### src/rtl/bp_be_pkg.sv
// bp_be_pkg
//   Shared types for the BE FPU issue/writeback controller:
//   - FP operation, precision, rounding-mode and fflags encodings
//   - bp_be_fpu_shadow_s   : one stage of the in-flight tag pipeline
//   - bp_be_fpu_wb_entry_s : one result-buffer entry {tag, illegal, eflags, data}
//   - bp_be_frm_illegal()  : true for the reserved rounding modes 5, 6, 7
package bp_be_pkg;

   localparam int bp_tag_width_gp   = 5;
   localparam int bp_dword_width_gp = 64;

   typedef enum logic [3:0] {
      e_op_fadd    = 4'd0,
      e_op_fsub    = 4'd1,
      e_op_fmul    = 4'd2,
      e_op_fmin    = 4'd3,
      e_op_fmax    = 4'd4,
      e_op_fcvt_ff = 4'd5
   } bp_be_fp_fu_op_e;

   typedef enum logic {
      e_pr_single = 1'b0,
      e_pr_double = 1'b1
   } bp_be_fp_pr_e;

   typedef enum logic [2:0] {
      e_rne = 3'd0,
      e_rtz = 3'd1,
      e_rdn = 3'd2,
      e_rup = 3'd3,
      e_rmm = 3'd4,
      e_dyn = 3'd7
   } rv64_frm_e;

   typedef struct packed {
      logic nv;
      logic dz;
      logic of;
      logic uf;
      logic nx;
   } rv64_fflags_s;

   typedef struct packed {
      logic                       v;
      logic [bp_tag_width_gp-1:0] tag;
      logic                       illegal;
   } bp_be_fpu_shadow_s;

   typedef struct packed {
      logic [bp_tag_width_gp-1:0]   tag;
      logic                         illegal;
      rv64_fflags_s                 eflags;
      logic [bp_dword_width_gp-1:0] data;
   } bp_be_fpu_wb_entry_s;

   // Operates on the resolved mode, so dyn (7) reaching here means the FCSR
   // itself held dyn, which is also illegal.
   function automatic logic bp_be_frm_illegal(input rv64_frm_e rm);
      return (3'(rm) > 3'd4);
   endfunction

endpackage

### src/rtl/bp_be_fpu_result_buffer.sv
// bp_be_fpu_result_buffer
//   1-read/1-write FIFO of bp_be_fpu_wb_entry_s with asynchronous active-low
//   reset and synchronous clear. Head entry is presented on data_o.
//   Ports:
//     clk_i, reset_n_i : clock, async active-low reset
//     clr_i            : synchronous clear (wins over push/pop)
//     push_i, data_i   : write strobe and entry
//     pop_i            : read strobe (ignored when empty)
//     data_o           : head entry
//     full_o, empty_o  : occupancy status
module bp_be_fpu_result_buffer
   import bp_be_pkg::*;
#(
   parameter int els_p = 4
) (
   input  logic                clk_i,
   input  logic                reset_n_i,
   input  logic                clr_i,
   input  logic                push_i,
   input  bp_be_fpu_wb_entry_s data_i,
   input  logic                pop_i,
   output bp_be_fpu_wb_entry_s data_o,
   output logic                full_o,
   output logic                empty_o
);

   localparam int ptr_w_lp = (els_p > 1) ? $clog2(els_p) : 1;
   localparam int cnt_w_lp = $clog2(els_p + 1);

   bp_be_fpu_wb_entry_s mem_r [els_p];
   logic [ptr_w_lp-1:0] wr_ptr_r, rd_ptr_r;
   logic [cnt_w_lp-1:0] cnt_r;
   logic                push_en, pop_en;

   function automatic logic [ptr_w_lp-1:0] ptr_next(input logic [ptr_w_lp-1:0] p);
      return (p == ptr_w_lp'(els_p - 1)) ? '0 : p + ptr_w_lp'(1);
   endfunction

   assign full_o  = (cnt_r == cnt_w_lp'(els_p));
   assign empty_o = (cnt_r == '0);
   assign push_en = push_i & ~full_o;
   assign pop_en  = pop_i & ~empty_o;
   assign data_o  = mem_r[rd_ptr_r];

   always_ff @(posedge clk_i or negedge reset_n_i) begin
      if (!reset_n_i) begin
         wr_ptr_r <= '0;
         rd_ptr_r <= '0;
         cnt_r    <= '0;
         for (int i = 0; i < els_p; i++) mem_r[i] <= '0;
      end else if (clr_i) begin
         wr_ptr_r <= '0;
         rd_ptr_r <= '0;
         cnt_r    <= '0;
      end else begin
         if (push_en) begin
            mem_r[wr_ptr_r] <= data_i;
            wr_ptr_r        <= ptr_next(wr_ptr_r);
         end
         if (pop_en) rd_ptr_r <= ptr_next(rd_ptr_r);
         cnt_r <= cnt_r + cnt_w_lp'(push_en) - cnt_w_lp'(pop_en);
      end
   end

   // The credit counter upstream should make this unreachable.
   a_no_push_when_full : assert property (@(posedge clk_i) disable iff (!reset_n_i)
      !(push_i && full_o && !clr_i));

endmodule

### src/rtl/bp_be_fpu_pipe_ctrl.sv
// bp_be_fpu_pipe_ctrl
//   Issue/writeback controller for a fixed-latency, non-stallable FPU.
//   - Request side: valid/ready handshake; fpu_* are pass-through of req_*
//     with dynamic rounding mode resolved from fcsr_frm_i.
//   - Shadow pipeline of {v, tag, illegal} aligned with fpu_result_i.
//   - Result buffer (depth latency_p) holds results so a stalled writeback
//     port never loses one; a credit counter bounds in-flight + buffered ops.
//   - flush_i kills all in-flight and buffered ops.
//   - Sticky fflags accumulation, enabled by macro
//     BP_FPU_PIPE_CTRL_FFLAGS_ACCUM_EN (undefined: fflags_o = 0).
//   Parameters: latency_p (>= 2), tag_width_p and dword_width_p must equal the
//   package widths bp_tag_width_gp / bp_dword_width_gp.
module bp_be_fpu_pipe_ctrl
   import bp_be_pkg::*;
#(
   parameter int latency_p     = 4,
   parameter int tag_width_p   = bp_tag_width_gp,
   parameter int dword_width_p = bp_dword_width_gp
) (
   input  logic                     clk_i,
   input  logic                     reset_n_i,

   input  logic                     req_v_i,
   output logic                     req_ready_o,
   input  logic [tag_width_p-1:0]   req_tag_i,
   input  bp_be_fp_fu_op_e          req_op_i,
   input  bp_be_fp_pr_e             req_ipr_i,
   input  bp_be_fp_pr_e             req_opr_i,
   input  rv64_frm_e                req_frm_i,
   input  rv64_frm_e                fcsr_frm_i,

   output logic                     fpu_v_o,
   output bp_be_fp_fu_op_e          fpu_op_o,
   output bp_be_fp_pr_e             fpu_ipr_o,
   output bp_be_fp_pr_e             fpu_opr_o,
   output rv64_frm_e                fpu_rm_o,
   input  logic [dword_width_p-1:0] fpu_result_i,
   input  rv64_fflags_s             fpu_eflags_i,

   input  logic                     flush_i,

   output logic                     wb_v_o,
   input  logic                     wb_ready_i,
   output logic [tag_width_p-1:0]   wb_tag_o,
   output logic [dword_width_p-1:0] wb_data_o,
   output rv64_fflags_s             wb_eflags_o,
   output logic                     wb_illegal_o,

   output rv64_fflags_s             fflags_o,
   input  logic                     fflags_clr_i
);

   localparam int cnt_w_lp = $clog2(latency_p + 1);

   logic [cnt_w_lp-1:0] count_r;
   logic                ready_en_r;
   logic                pop;
   logic                buf_full, buf_empty;
   bp_be_fpu_shadow_s   issue_s, shadow_last;
   bp_be_fpu_wb_entry_s push_entry, head_raw, head;

   // ---------------- issue ----------------
   assign fpu_rm_o    = (req_frm_i == e_dyn) ? fcsr_frm_i : req_frm_i;
   assign req_ready_o = ready_en_r & ~flush_i & (count_r < cnt_w_lp'(latency_p));
   assign fpu_v_o     = req_v_i & req_ready_o;
   assign fpu_op_o    = req_op_i;
   assign fpu_ipr_o   = req_ipr_i;
   assign fpu_opr_o   = req_opr_i;

   always_comb begin
      issue_s         = '0;
      issue_s.v       = fpu_v_o;
      issue_s.tag     = req_tag_i;
      issue_s.illegal = bp_be_frm_illegal(fpu_rm_o);
   end

   // ---------------- shadow tag pipeline ----------------
   // The issue cycle itself is the first stage; latency_p-2 registers follow,
   // so the last stage lines up with fpu_result_i latency_p-2 cycles later.
   if (latency_p == 2) begin : g_shadow_comb
      assign shadow_last = issue_s;
   end else begin : g_shadow_pipe
      bp_be_fpu_shadow_s shadow_r [latency_p-2];

      always_ff @(posedge clk_i or negedge reset_n_i) begin
         if (!reset_n_i) begin
            for (int i = 0; i < latency_p-2; i++) shadow_r[i] <= '0;
         end else begin
            shadow_r[0] <= issue_s;
            for (int i = 1; i < latency_p-2; i++) shadow_r[i] <= shadow_r[i-1];
            if (flush_i) begin
               for (int i = 0; i < latency_p-2; i++) shadow_r[i].v <= 1'b0;
            end
         end
      end

      assign shadow_last = shadow_r[latency_p-3];
   end

   // ---------------- result buffer ----------------
   always_comb begin
      push_entry         = '0;
      push_entry.tag     = shadow_last.tag;
      push_entry.illegal = shadow_last.illegal;
      push_entry.eflags  = shadow_last.illegal ? '0 : fpu_eflags_i;
      push_entry.data    = fpu_result_i;
   end

   bp_be_fpu_result_buffer #(
      .els_p (latency_p)
   ) u_result_buffer (
      .clk_i     (clk_i),
      .reset_n_i (reset_n_i),
      .clr_i     (flush_i),
      .push_i    (shadow_last.v),
      .data_i    (push_entry),
      .pop_i     (wb_ready_i),
      .data_o    (head_raw),
      .full_o    (buf_full),
      .empty_o   (buf_empty)
   );

   // Mask the stale head so wb_* read as zero while nothing is buffered.
   assign head         = buf_empty ? '0 : head_raw;
   assign wb_v_o       = ~buf_empty;
   assign wb_tag_o     = head.tag;
   assign wb_data_o    = head.data;
   assign wb_eflags_o  = head.eflags;
   assign wb_illegal_o = head.illegal;
   assign pop          = wb_v_o & wb_ready_i;

   // ---------------- credit counter ----------------
   always_ff @(posedge clk_i or negedge reset_n_i) begin
      if (!reset_n_i) begin
         count_r    <= '0;
         ready_en_r <= 1'b0;
      end else begin
         ready_en_r <= 1'b1;
         if (flush_i)               count_r <= '0;
         else if (fpu_v_o && !pop)  count_r <= count_r + cnt_w_lp'(1);
         else if (!fpu_v_o && pop)  count_r <= count_r - cnt_w_lp'(1);
      end
   end

   // ---------------- sticky fflags ----------------
`ifdef BP_FPU_PIPE_CTRL_FFLAGS_ACCUM_EN
   rv64_fflags_s fflags_r;

   // The retiring op's flags are OR'd after the clear, so they survive it.
   always_ff @(posedge clk_i or negedge reset_n_i) begin
      if (!reset_n_i) begin
         fflags_r <= '0;
      end else begin
         fflags_r <= rv64_fflags_s'((fflags_clr_i ? 5'b0 : 5'(fflags_r))
                                    | ((pop && !head.illegal) ? 5'(head.eflags) : 5'b0));
      end
   end

   assign fflags_o = fflags_r;
`else
   assign fflags_o = '0;
   wire unused_fflags_clr = &{1'b0, fflags_clr_i};
`endif

   wire unused_buf_full = &{1'b0, buf_full};

endmodule
### config.mk
export PLATFORM = sky130hd
export DESIGN_NAME = bp_be_fpu_pipe_ctrl
export DESIGN_NICKNAME = d
export VERILOG_FILES = /design/src/rtl/bp_be_pkg.sv /design/src/rtl/bp_be_fpu_result_buffer.sv /design/src/rtl/bp_be_fpu_pipe_ctrl.sv
export SDC_FILE = /design/constraint.sdc
export NUM_CORES = 1
export LEC_CHECK = 0
export CELL_PAD_IN_SITES_DETAIL_PLACEMENT = 1
export CELL_PAD_IN_SITES_GLOBAL_PLACEMENT = 2
export CORE_ASPECT_RATIO = 0.6
export CORE_UTILIZATION = 36
export DETAILED_ROUTE_END_ITERATION = 6
export GPL_ROUTABILITY_DRIVEN = 0
export GPL_TIMING_DRIVEN = 0
export HOLD_SLACK_MARGIN = 0.03
export PLACE_DENSITY_LB_ADDON = 0.25
export SYNTH_ARGS = -nofsm -noshare
export SYNTH_HDL_FRONTEND = slang
export SYNTH_SLANG_ARGS = --single-unit
### constraint.sdc
create_clock -name clk_i -period 1.9 [get_ports clk_i]
set_input_delay 0.19 -clock clk_i [delete_from_list [all_inputs] [get_ports clk_i]]
set_output_delay 0.19 -clock clk_i [all_outputs]
set_load 0.005 [all_outputs]
== Word-level counts from Yosys, hierarchy flattened ==
Index checks and enable logic that the tools add are counted.

* Input bits: 92
* Word-level logic and storage cells: 99
* Output and inout bits: 92
* Register bits: 325

* Multiplexer cells: 21
* Equal/unequal tests: 4
* Order comparisons: 5
* Bitwise gates (word level): 10
* Reduce and logical (&&, ||, !) cells: 10
* Add/subtract/negate cells: 6

{| class="wikitable"
|+ Operator list
! kind !! count
|-
| 300-bit bitwise mux || 1
|-
| 75-bit 2-to-1 mux || 4
|-
| 75-bit binary-select mux with 2-bit select || 1
|-
| 75-bit demux with 2-bit select || 1
|-
| 3-bit 2-to-1 mux || 5
|-
| 2-bit 2-to-1 mux || 6
|-
| 3-bit == test (second input constant) || 2
|-
| 3-bit greater-or-equal comparator (second input constant) || 2
|-
| 2-bit NOT with 3-bit output || 2
|-
| 1-bit bitwise AND || 5
|-
| 5-bit 2-to-1 mux || 1
|-
| 2-bit by 1-bit adder with 2-bit output (second input constant) || 2
|-
| 2-bit == test (second input constant) || 2
|-
| 2-bit nonzero test || 2
|-
| 3-bit by 1-bit adder with 3-bit output || 1
|-
| 3-bit by 1-bit adder with 3-bit output (second input constant) || 1
|-
| 3-bit greater-than comparator (second input constant) || 1
|-
| 1-bit logical AND || 3
|-
| 3-bit logical NOT || 1
|-
| 3-bit by 1-bit < comparator with 1-bit output (second input constant) || 1
|-
| 3-bit < comparator (second input constant) || 1
|-
| 1-bit NOT || 3
|-
| 3-bit nonzero test || 1
|-
| 3-bit by 1-bit subtractor with 3-bit output || 1
|-
| 4 further kinds || 6
|}

== Longest topological paths before layout ==
Gate-level depths: netlist of the first run.

* Depth in word-level cells: 9
* Gate-level depth with buffers: 9

== Hierarchy ==
A second synthesis of the first run with hierarchy kept.

* Cells, all modules: 924
* Area total of the unflattened synthesis: 15742.6 µm²

{| class="wikitable"
|+ By module, submodules not included
! module !! instances !! area each (µm²) !! cells an instance
|-
| bp_be_fpu_result_buffer || 1 || 14391.3 || 772
|-
| bp_be_fpu_pipe_ctrl || 1 || 1351.3 || 152
|}

== Worst setup path after synthesis of the first run ==
No wires, ideal clock.

* Kind: reg-to-reg
* Start point: register u_result_buffer.cnt_r[2]
* End point: register u_result_buffer.cnt_r[2]
* Data required time: 1.768 ns
* Stages on the path, launching flop included: 10
* Buffers on the path: 1
* Setup time: 0.132 ns
* Arrival time: 1.933 ns
* Setup slack: -0.165 ns
* Cells stage by stage: dfrtp_1 -> o31a_1 -> clkbuf_1 -> ha_1 -> inv_1 -> ha_1 -> inv_1 -> fa_1 -> xnor2_1 -> nor2_1

* Longest elaborated chain between the ends: 6
* Elaborated cells on any way between the ends: 9

{| class="wikitable"
|+ RTL lines
! what !! RTL line !! source
|-
| from (decl) || bp_be_fpu_result_buffer.sv:32 || <nowiki>logic [cnt_w_lp-1:0] cnt_r;</nowiki>
|-
| from (signal assigned) || bp_be_fpu_result_buffer.sv:61 || <nowiki>cnt_r <= cnt_r + cnt_w_lp'(push_en) - cnt_w_lp'(pop_en);</nowiki>
|-
| 3-bit == test || bp_be_fpu_result_buffer.sv:39 || <nowiki>assign full_o = (cnt_r == cnt_w_lp'(els_p));</nowiki>
|-
| 1-bit NOT || bp_be_fpu_result_buffer.sv:41 || <nowiki>assign push_en = push_i & ~full_o;</nowiki>
|-
| 1-bit bitwise AND || bp_be_fpu_result_buffer.sv:41 ||
|-
| 3-bit by 1-bit adder with 3-bit output || bp_be_fpu_result_buffer.sv:61 ||
|-
| 3-bit by 1-bit subtractor with 3-bit output (*) || bp_be_fpu_result_buffer.sv:61 ||
|-
| 3-bit 2-to-1 mux (*) || bp_be_fpu_result_buffer.sv:51 || <nowiki>end else if (clr_i) begin</nowiki>
|}

Mark *: on every way between the ends. The rest lies on a longest branch, timed or not.
A chain may end at the register's enable or synchronous reset.

== Worst setup path after layout of the first run ==
* Start point: register u_result_buffer.rd_ptr_r[0]
* End point: output port wb_data_o[33]

* Longest elaborated chain between the ends: 5

{| class="wikitable"
|+ RTL lines
! what !! RTL line !! source
|-
| from (decl) || bp_be_fpu_result_buffer.sv:31 || <nowiki>logic [ptr_w_lp-1:0] wr_ptr_r, rd_ptr_r;</nowiki>
|-
| from (signal assigned) || bp_be_fpu_result_buffer.sv:60 || <nowiki>if (pop_en) rd_ptr_r <= ptr_next(rd_ptr_r);</nowiki>
|-
| 2-bit NOT with 3-bit output (implied by the code) || bp_be_fpu_result_buffer.sv:43 || <nowiki>assign data_o = mem_r[rd_ptr_r];</nowiki>
|-
| 75-bit binary-select mux with 2-bit select || bp_be_fpu_result_buffer.sv:43 ||
|-
| 75-bit 2-to-1 mux (implied by the code) (2 in a row) || bp_be_fpu_result_buffer.sv:43 ||
|-
| 75-bit 2-to-1 mux || bp_be_fpu_pipe_ctrl.sv:124 || <nowiki>assign head = buf_empty ? '0 : head_raw;</nowiki>
|-
| to (decl) || bp_be_fpu_pipe_ctrl.sv:45 || <nowiki>output logic [dword_width_p-1:0] wb_data_o,</nowiki>
|}

No other way between the ends. The select of a mux whose other input is x is not followed.

==> results.toml, run 1 <==
[timing]
relSlewSlack_pct = 58.96
layout_setup_ws_ns = -0.5223
worst_pin_slew_ns = 0.6156
rsz0062_at_grt = "yes"
final-setup-viol-count = 274
timing.hold.ws_ns = -0.3878
slew_violations = 0
final.min_clock_period_ns = 2.422
final.setup.tns_ns = -43.13
fin_worst_skew_ns = 0.01062
fin_crit_sh_pct = 127.5
final_hold_viol_count = 67
fmax_mhz = 412.8

[detailed_routing]
drtAntennaViolNets = 0
drc_errors = 0
wl_per_cell_um = 23.51
vias = 9150
via_per_inst = 5.058
wl_um = 42520
drt_iter0_markers = 450
dr.pass1.iters = 5

[clocking]
htreeDepth = 2
clk_pin_slew_ns = 0.06
clock_latency_ns = 0.52
clockBufferDepth = 3
cts_made_buffers = 35
clock_sinks = 325
cts_root_buf = "clkbuf_16"
cts_tree = "built"

[place]
place_inst = 1636
placement.io_buffers = 171
dp_slack_ns = -1.019
hpwl_um = 23480

[synthesis]
yosysTopAreaCell = "dfrtp_1"
synth_edf_count = 0
netlist_top_cells_count = "dfrtp_1 (325), mux2_2 (235), and2_1 (75), mux4_2 (75), mux2_4 (45)"
yosysMostFrequentCell = "dfrtp_1"
avgSynthCellArea_um2 = 15.70
syn-cell-area_um2 = 14690
async_reset_ff_share_pct = 100.0
synth_top_area_share_pct = 55.36
synth_seq_cells = 325
syn_inst = 936
synth_area_leaders = "dfrtp_1 (55%), mux2_2 (18%), mux4_2 (11%)"
synth_flop_cell = "dfrtp_1"
synth_cell_types = 36
synth-seq-area-share_pct = 55.36
ys_warn_count = 0

[run]
maxCapViolCount = 0

[pwr]
p_int_mw = 19.50
p_sw_share_pct = 28.08
finalPower_mw = 27.11
vdd_drop_max_mv = 0.6321
seqPwrFrac_pct = 31.5
p_switching_mw = 7.613
clockPowerShare_pct = 25.3
power_density_nw_per_um2 = 1255
p_leak_nw = 10.58
combPwrFrac_pct = 43.2

[critical_path]
crit_required_ns = 1.71
critical_path_class = "reg -> out"
path_max_fanout = 4
cp.arrival_ns = 2.23
crit_path_end_kind = "primary output"
startpoint_type = "flip-flop"

[die]
core_um2 = 39660
fp.dieH_um = 158.5
rows = 56
die_area_um2 = 41650
die_w_um = 262.8
initial_core_util_pct = 37.05
io-pin-count = 184

[global_route]
gr-total-overflow = 0
grt_pass1_wl_um = 59220
grt_max_degree = 111
grtUsageTotal_pct = 18.54
grt_pass1_vias = 9788
antenna_found_initial = 1

[final_layout]
nets = 1362
synthToLayoutAreaGrowth_pct = 47.07
drive_gt1_share_pct = 58.59
antennaDiodeCount = 0
nFillCells = 3688
final_util_pct = 54.48
fin_cells = 1809

[hold_path]
hold_class = "in -> async"

[outcome]
violations = "negative hold slack, negative setup slack"
status = "complete, but fails checks"
[flip-flops by register name, summed over array words and instances, names as in the netlist]
name and flops:
g_shadow_pipe.shadow_r 14, u_result_buffer.wr_ptr_r 2, ready_en_r 1, u_result_buffer.rd_ptr_r 2, u_result_buffer.mem_r 300, count_r 3
u_result_buffer.cnt_r 3
[cells in the final DEF (no fill, tap or decap), types with 3 or more instances in the layout]
master           count
clkdlybuf4s50_1     91
dfrtp_2              3
buf_4               38
nand2_1             21
clkbuf_2             3
ha_1                 3
xnor2_1              3
clkbuf_16           63
o21ai_0             15
buf_8                9
o21a_1               4
xor2_1               3
nand2b_1             6
inv_1               11
nand3_4              6
buf_6              107
mux2_2              63
and2_1              11
buf_12              51
nor2_1               7
buf_2               13
and2_4              64
buf_16               5
clkbuf_1            12
mux2i_1              5
clkinv_2             6
clkbuf_8             8
conb_1               6
mux4_2              75
mux2_4             217
dfrtp_1            322
[through the flow]
step           hold slack (ns)  instance area (um^2)
6_report               -0.3878                 21610
5_1_grt                -0.3681                 21610
4_1_cts                -0.3853                 19740
3_5_place_dp            0.1800                 17200
3_3_place_gp            0.3348                 17110
2_1_floorplan          -0.1056                 14740
[repair_timing]
action	CTS	global route
resized for setup	601	301
endpoints found under the setup margin	350	343
cloned	9	27
pin swaps	60	33
setup buffers	53	36
hold endpoints to repair	67	67
[worst paths after layout]
kind	startpoint	cells past startpoint	end	slack, ns
max in group asynchronous	reset_n_i	4	u_result_buffer.mem_r[286]	0.53
hold reg to reg	g_shadow_pipe.shadow_r[7]	0	g_shadow_pipe.shadow_r[0]	0.35
setup / recovery	u_result_buffer.rd_ptr_r[0]	8	wb_data_o[33]	-0.52
setup reg to reg	u_result_buffer.cnt_r[1]	6	u_result_buffer.mem_r[193]	-0.15
min in group clk_i	flush_i	2	u_result_buffer.cnt_r[0]	0.05
hold / removal	reset_n_i	1	u_result_buffer.mem_r[171]	-0.39
[cell families (layout without fill, tap and decap cells)]
family,count (synthesis),in the layout,synth area share (%)
fa+ha+maj,8,8,0.7835
flops,325,325,55.36
xor+xnor,7,7,0.4173
buf+inv,84,427,3.032
simple gates,127,131,4.991
compound gates,23,23,0.9198
mux,360,360,34.45
other cells,2,6,0.05112
[power groups by stage]
stage	combinational [mW]	sequential [mW]	clock, mW
after floorplan	4.24	8.36	0
after global placement	7.36	8.55	0
after detailed placement	7.53	8.55	0
after CTS	11.0	8.44	7.02
after global routing	12.5	8.66	7.33
final	11.7	8.54	6.87
[critical path: stages (launching register included)]
cell     delay (ns)
dfrtp_1        0.37
buf_6          0.14
buf_12         0.13
buf_12         0.14
buf_12         0.13
buf_8          0.12
mux4_2         0.43
and2_4         0.16
buf_6          0.11
[layer usage]
metal	track usage [%]	routed length, um	share of wire, %	vias up
met3	3.371	1504	3.5	36
li1	-	-	-	4033
met5	0	13	0.031	-
met4	3.417	477	1.1	2
met1	26.46	20800	49	4931
met2	29.83	19730	46	148
[final cells by class]
type	count	area [um^2]	share of cell area [%]
Buffer	64	945.9	4.378
Multi-Input combinational cell	535	7113	32.92
Sequential cell	325	8137	37.66
Tap cell	522	653.1	3.023
Clock inverter	9	97.59	0.4517
Inverter	13	51.30	0.2374
Timing Repair Buffer	288	3583	16.58
Clock buffer	53	1026	4.748
(Power assumes the default switching activity.)
==> run 2, diff against run 1 <==
- HOLD_SLACK_MARGIN: 0.03 -> 0.06
- SLEW_MARGIN: unset -> 20
==> run 2 against run 1 <==
  * The flow finishes with violations (negative setup slack)
  * Worst setup slack got worse by 0.094 ns
  * Die area did not move
  * First-iteration DRC count fell by 4.7%
  * Via count rose by 0.95%
  * Wire length rose by 1.7%
  * Global-route usage rose by 0.42 points
  * Final cell count rose by 0.66%
  * Power rose by 0.50%
  * Maximum frequency fell by 3.7%
==> results.toml, run 2 (synthesis gave the netlist of run 1 again) <==
[outcome]
status = "complete, but fails checks"
violations = "negative setup slack"

[timing]
final_hold_viol_count = 0
slew_violations = 0
fin_worst_skew_ns = 0.01814
layout_setup_ws_ns = -0.6158
rsz0062_at_grt = "yes"
relSlewSlack_pct = 64.50
final.min_clock_period_ns = 2.516
final-setup-viol-count = 337
worst_pin_slew_ns = 0.5325
fmax_mhz = 397.5
fin_crit_sh_pct = 132.4
timing.hold.ws_ns = 0.08874

[detailed_routing]
via_per_inst = 5.072
vias = 9237
wl_um = 43240
dr.pass1.iters = 4
drt_iter0_markers = 429
drtAntennaViolNets = 0
wl_per_cell_um = 23.74
drc_errors = 0

[global_route]
grt_pass1_vias = 9927
antenna_found_initial = 0
grt_max_degree = 75
grtUsageTotal_pct = 18.95
gr-total-overflow = 0
grt_pass1_wl_um = 60320

[pwr]
p_sw_share_pct = 28.15
p_int_mw = 19.58
finalPower_mw = 27.25
power_density_nw_per_um2 = 1255
clockPowerShare_pct = 25.2
vdd_drop_max_mv = 0.5298
seqPwrFrac_pct = 31.3
p_leak_nw = 10.74
combPwrFrac_pct = 43.4
p_switching_mw = 7.669

[final_layout]
final_common_cell = "dfrtp_1"
largest-register = "u_result_buffer.mem_r"
most-common-layout-cells = "dfrtp_1 (322), mux2_4 (245), buf_6 (96), clkdlybuf4s50_1 (91), mux4_2 (75)"
reg_top3 = "u_result_buffer.mem_r: 300 flops, g_shadow_pipe.shadow_r: 14 flops"
largest_reg_flops = 300
nets = 1374
synthToLayoutAreaGrowth_pct = 47.83
drive_gt1_share_pct = 59.05
antennaDiodeCount = 0

[clocking]
clockBufferDepth = 3
clk_pin_slew_ns = 0.07
clock_latency_ns = 0.53
cts_made_buffers = 35
htreeDepth = 2
cts_root_buf = "clkbuf_16"
clock_sinks = 325
cts_tree = "built"

[critical_path]
slowest_delay_ns = 0.46
cpLargestDelayFamily = "buffers and inverters"
crit_chain = "buf_12, buf_4, buf_12, buf_6, buf_6, mux4_2, and2_1, buf_2"
startpoint_type = "flip-flop"
critical_path_class = "reg -> out"
crit_path_end_kind = "primary output"
path_buf_inv = 6
path_max_fanout = 8
crit_required_ns = 1.71
slowest_stage = "mux4_2"
cp.arrival_ns = 2.33

[run]
maxCapViolCount = 0

[place]
dp_slack_ns = -1.034
placement.io_buffers = 171
hpwl_um = 23720

[die]
die_area_um2 = 41650
die_w_um = 262.8
io-pin-count = 184
initial_core_util_pct = 37.05
fp.dieH_um = 158.5
rows = 56
core_um2 = 39660

[hold_path]
hold_class = "in -> reg"
run 2: cell types whose count changed in the layout (fill, tap and decap cells not counted), moves of 2 or more:
cell / delta
clkbuf_16: -4
dlygate4sd3_1: +3
clkbuf_2: +4
buf_8: +9
clkbuf_1: -2
mux2_2: -28
buf_2: +14
mux2_4: +28
buf_6: -11
run 2: final timing paths:
kind	from	endpoint	slack, ns	cells past startpoint
setup reg to reg	u_result_buffer.cnt_r[1]	u_result_buffer.cnt_r[1]	-0.38	11
hold / removal	req_tag_i[2]	g_shadow_pipe.shadow_r[10]	0.09	1
max in group asynchronous	reset_n_i	count_r[2]	0.90	3
setup / recovery	u_result_buffer.rd_ptr_r[0]	wb_data_o[28]	-0.62	8
min in group asynchronous	reset_n_i	u_result_buffer.mem_r[171]	0.20	2
hold reg to reg	g_shadow_pipe.shadow_r[9]	g_shadow_pipe.shadow_r[2]	0.35	0
run 2: area by class of cell:
| cell class | instances | area (um^2) |
|---|---|---|
| Buffer | 60 | 878.3 |
| Clock buffer | 53 | 1056 |
| Clock inverter | 9 | 76.32 |
| Fill cell | 3697 | 17940 |
| Inverter | 13 | 51.30 |
| Multi-Input combinational cell | 533 | 7198 |
| Sequential cell | 325 | 8137 |
| Tap cell | 522 | 653.1 |
| Timing Repair Buffer | 306 | 3669 |
run 2: per-stage QoR:
stage / TNS [ns] / std cells / area, um^2 / utilization (%)
floorplan: 0 / 940 / 14740 / -
detailed placement: -203.39 / 1637 / 17220 / 43.43
finish: -75.80 / 1821 / 21720 / 54.76
global route: -89.07 / 1821 / 21720 / 54.76
CTS: -77.46 / 1772 / 19840 / 50.02
global placement: -4812.92 / 1633 / 17110 / 43.14
run 2: routing by layer:
metal	up-vias	GRT usage [%]	routed length (um)
met1	4969	27.00	20820
li1	4061	-	-
met2	152	30.15	20120
met4	0	4.370	590
met5	-	0	0
met3	55	3.464	1704
run 2: timing repair:
| item | 4_1_cts | 5_1_grt |
|---|---|---|
| setup endpoints to repair | 350 | 382 |
| setup buffers | 70 | 50 |
| gates resized for setup | 566 | 384 |
| hold endpoints to repair | 77 | 2 |
| pin swaps | 58 | 15 |
| hold buffers | 1 | 2 |
| cloned | 8 | 21 |
run 2: power by group through the flow:
stage / clock, mW / sequential [mW] / combinational [mW]
global route: 7.34 / 8.66 / 12.6
detailed placement: 0 / 8.55 / 7.53
floorplan: 0 / 8.36 / 4.24
global placement: 0 / 8.55 / 7.36
finish: 6.87 / 8.54 / 11.8
CTS: 7.07 / 8.44 / 10.6
==> run 3, diff against run 2 <==
- CORE_MARGIN: unset -> 2
==> run 3 against run 2 <==
  * The run still ends with negative setup slack left
  * Register-to-register slack improved by 0.10 ns
  * Global-route usage rose by 0.13 points
  * Sequential cell count did not move
  * Combinational power barely moved
  * Power rose by 1.6%
  * Worst setup slack improved by 0.11 ns
  * Non-clock buffer count fell by 4
  * Worst hold slack got worse by 0.030 ns
  * Critical path type unchanged
  * Largest cell class unchanged
==> results.toml, run 3 (synthesis gave the netlist of run 1 again) <==
[die]
die_area_um2 = 42500
die_w_um = 264.8
fp.dieH_um = 160.5
initial_core_util_pct = 36.40
io-pin-count = 184
rows = 57
core_um2 = 40370

[final_layout]
multi_input_area_um2 = 7207
antennaDiodeCount = 0
nFillCells = 3704
final_area_um2 = 21970
largest-register = "u_result_buffer.mem_r"
nets = 1368
ff_latch_area_um2 = 8135
drive_gt1_share_pct = 59.97
final_util_pct = 54.44
synthToLayoutAreaGrowth_pct = 49.57
final_common_cell = "dfrtp_1"
reg_top3 = "u_result_buffer.mem_r: 300 flops, g_shadow_pipe.shadow_r: 14 flops"
most-common-layout-cells = "dfrtp_1 (323), mux2_4 (244), buf_6 (110), clkdlybuf4s50_1 (91), mux4_2 (75)"
largest_reg_flops = 300

[pwr]
vdd_drop_max_mv = 0.5815
p_sw_share_pct = 27.96
p_leak_nw = 10.80
clockPowerShare_pct = 26.6
p_switching_mw = 7.743
power_density_nw_per_um2 = 1260
p_int_mw = 19.95
combPwrFrac_pct = 42.6
seqPwrFrac_pct = 30.8

[global_route]
antenna_found_initial = 0
use_met3_pct = 3.312
grt_max_degree = 93
grt.busiest_layer = "met2"
grtUsageTotal_pct = 19.08
grt_pass1_vias = 10030
grt_pass1_wl_um = 62380
use_met1_pct = 28.55
gr-total-overflow = 0
met2_usage_pct = 29.17

[hold_path]
hold_class = "in -> reg"

[timing]
worst_pin_slew_ns = 0.7212
relSlewSlack_pct = 51.92
rsz0062_at_grt = "yes"
final.min_clock_period_ns = 2.409
fin_crit_sh_pct = 126.8
final_hold_viol_count = 0
final-setup-viol-count = 374
timing.hold.ws_ns = 0.05846
layout_setup_ws_ns = -0.5087
slew_violations = 0
fmax_mhz = 415.2
fin_worst_skew_ns = 0.01858

[critical_path]
startpoint_type = "flip-flop"
cp.arrival_ns = 2.22
crit_required_ns = 1.71
critical_path_class = "reg -> out"
path_max_fanout = 4
crit_path_end_kind = "primary output"

[outcome]
status = "complete, but fails checks"
violations = "negative setup slack"

[detailed_routing]
drt_iter0_markers = 397
wl_um = 43770
vias = 9239
via_per_inst = 5.062
wl_per_cell_um = 23.98
drc_errors = 0
drtAntennaViolNets = 0
dr.pass1.iters = 4

[place]
hpwl_um = 23900
placement.io_buffers = 171
dp_slack_ns = -1.046
dpl_cell_area_um2 = 17210

[clocking]
htreeDepth = 2
cts_made_buffers = 34
cts_tree = "built"
cts_root_buf = "clkbuf_16"
clockBufferDepth = 3
clk_pin_slew_ns = 0.06
clock_latency_ns = 0.54
clock_sinks = 325

[run]
maxCapViolCount = 0
## run 3: cell types whose count changed in the layout (fill, tap and decap cells not counted), sizes merged
cell and change:
inv -1, clkbuf -3, dlygate4sd3 -1, buf +1, clkinvlp +1, nand3 -1, bufinv +2, clkinv -3
## run 3: stage by stage
| stage | cells | total power [mW] | setup TNS, ns |
|---|---|---|---|
| 2_1_floorplan | 940 | 12.60 | 0 |
| 3_3_place_gp | 1642 | 15.95 | -4783.91 |
| 3_5_place_dp | 1645 | 16.10 | -207.66 |
| 4_1_cts | 1789 | 26.93 | -110.92 |
| 5_1_grt | 1825 | 29.01 | -98.59 |
| 6_report | 1825 | 27.69 | -78.87 |
## run 3: repair_timing
action                                 4_1_cts  5_1_grt
setup endpoints to repair                  350      383
buffers inserted                            61       40
cloned                                      20       20
resized for setup                          637      349
hold buffers                                 1        1
endpoints found under the hold margin       83        1
pin swaps                                   58       33
## run 3: path summary, 6_finish.rpt
path | from | to | slack, ns | depth (start not counted)
hold reg to reg | g_shadow_pipe.shadow_r[7] | g_shadow_pipe.shadow_r[0] | 0.35 | 0
setup reg to reg | u_result_buffer.cnt_r[0] | u_result_buffer.cnt_r[2] | -0.28 | 11
min in group asynchronous | reset_n_i | u_result_buffer.mem_r[169] | 0.24 | 2
hold / removal | flush_i | u_result_buffer.cnt_r[0] | 0.06 | 2
setup / recovery | u_result_buffer.rd_ptr_r[0] | wb_data_o[42] | -0.51 | 8
max in group asynchronous | reset_n_i | u_result_buffer.mem_r[201] | 0.39 | 4
## run 3: critical path, cell delays in order, from the launching register on
cell and delay (ns):
dfrtp_1 0.37, buf_6 0.13, buf_12 0.13, buf_8 0.13
buf_12 0.13, buf_8 0.12, mux4_2 0.42, and2_4 0.15
buf_6 0.10
## run 3: layout make-up
class	instances	area share, %
plain buffers	63	4.379
well taps	531	3.024
repair buffers	299	16.95
inverters	13	0.2335
multi-input cells	532	32.80
flip-flops and latches	325	37.02
clock inverters	8	0.5466
clock buffers	54	5.051
## run 3: power groups by stage
stage               clock network [mW]  logic [mW]  registers [mW]
detailed placement                   0        7.54            8.56
global route                      7.81        12.5            8.65
floorplan                            0        4.24            8.36
finish                            7.35        11.8            8.54
global placement                     0        7.39            8.56
CTS                               7.50        11.0            8.46
## run 3: per-layer routing
| layer | routed length (um) | part of all wire (%) | vias up |
|---|---|---|---|
| met4 | 576 | 1.3 | 0 |
| met2 | 20030 | 46 | 160 |
| met1 | 21760 | 50 | 5017 |
| met3 | 1409 | 3.2 | 45 |
| li1 | - | - | 4017 |
| met5 | 0 | 0 | - |
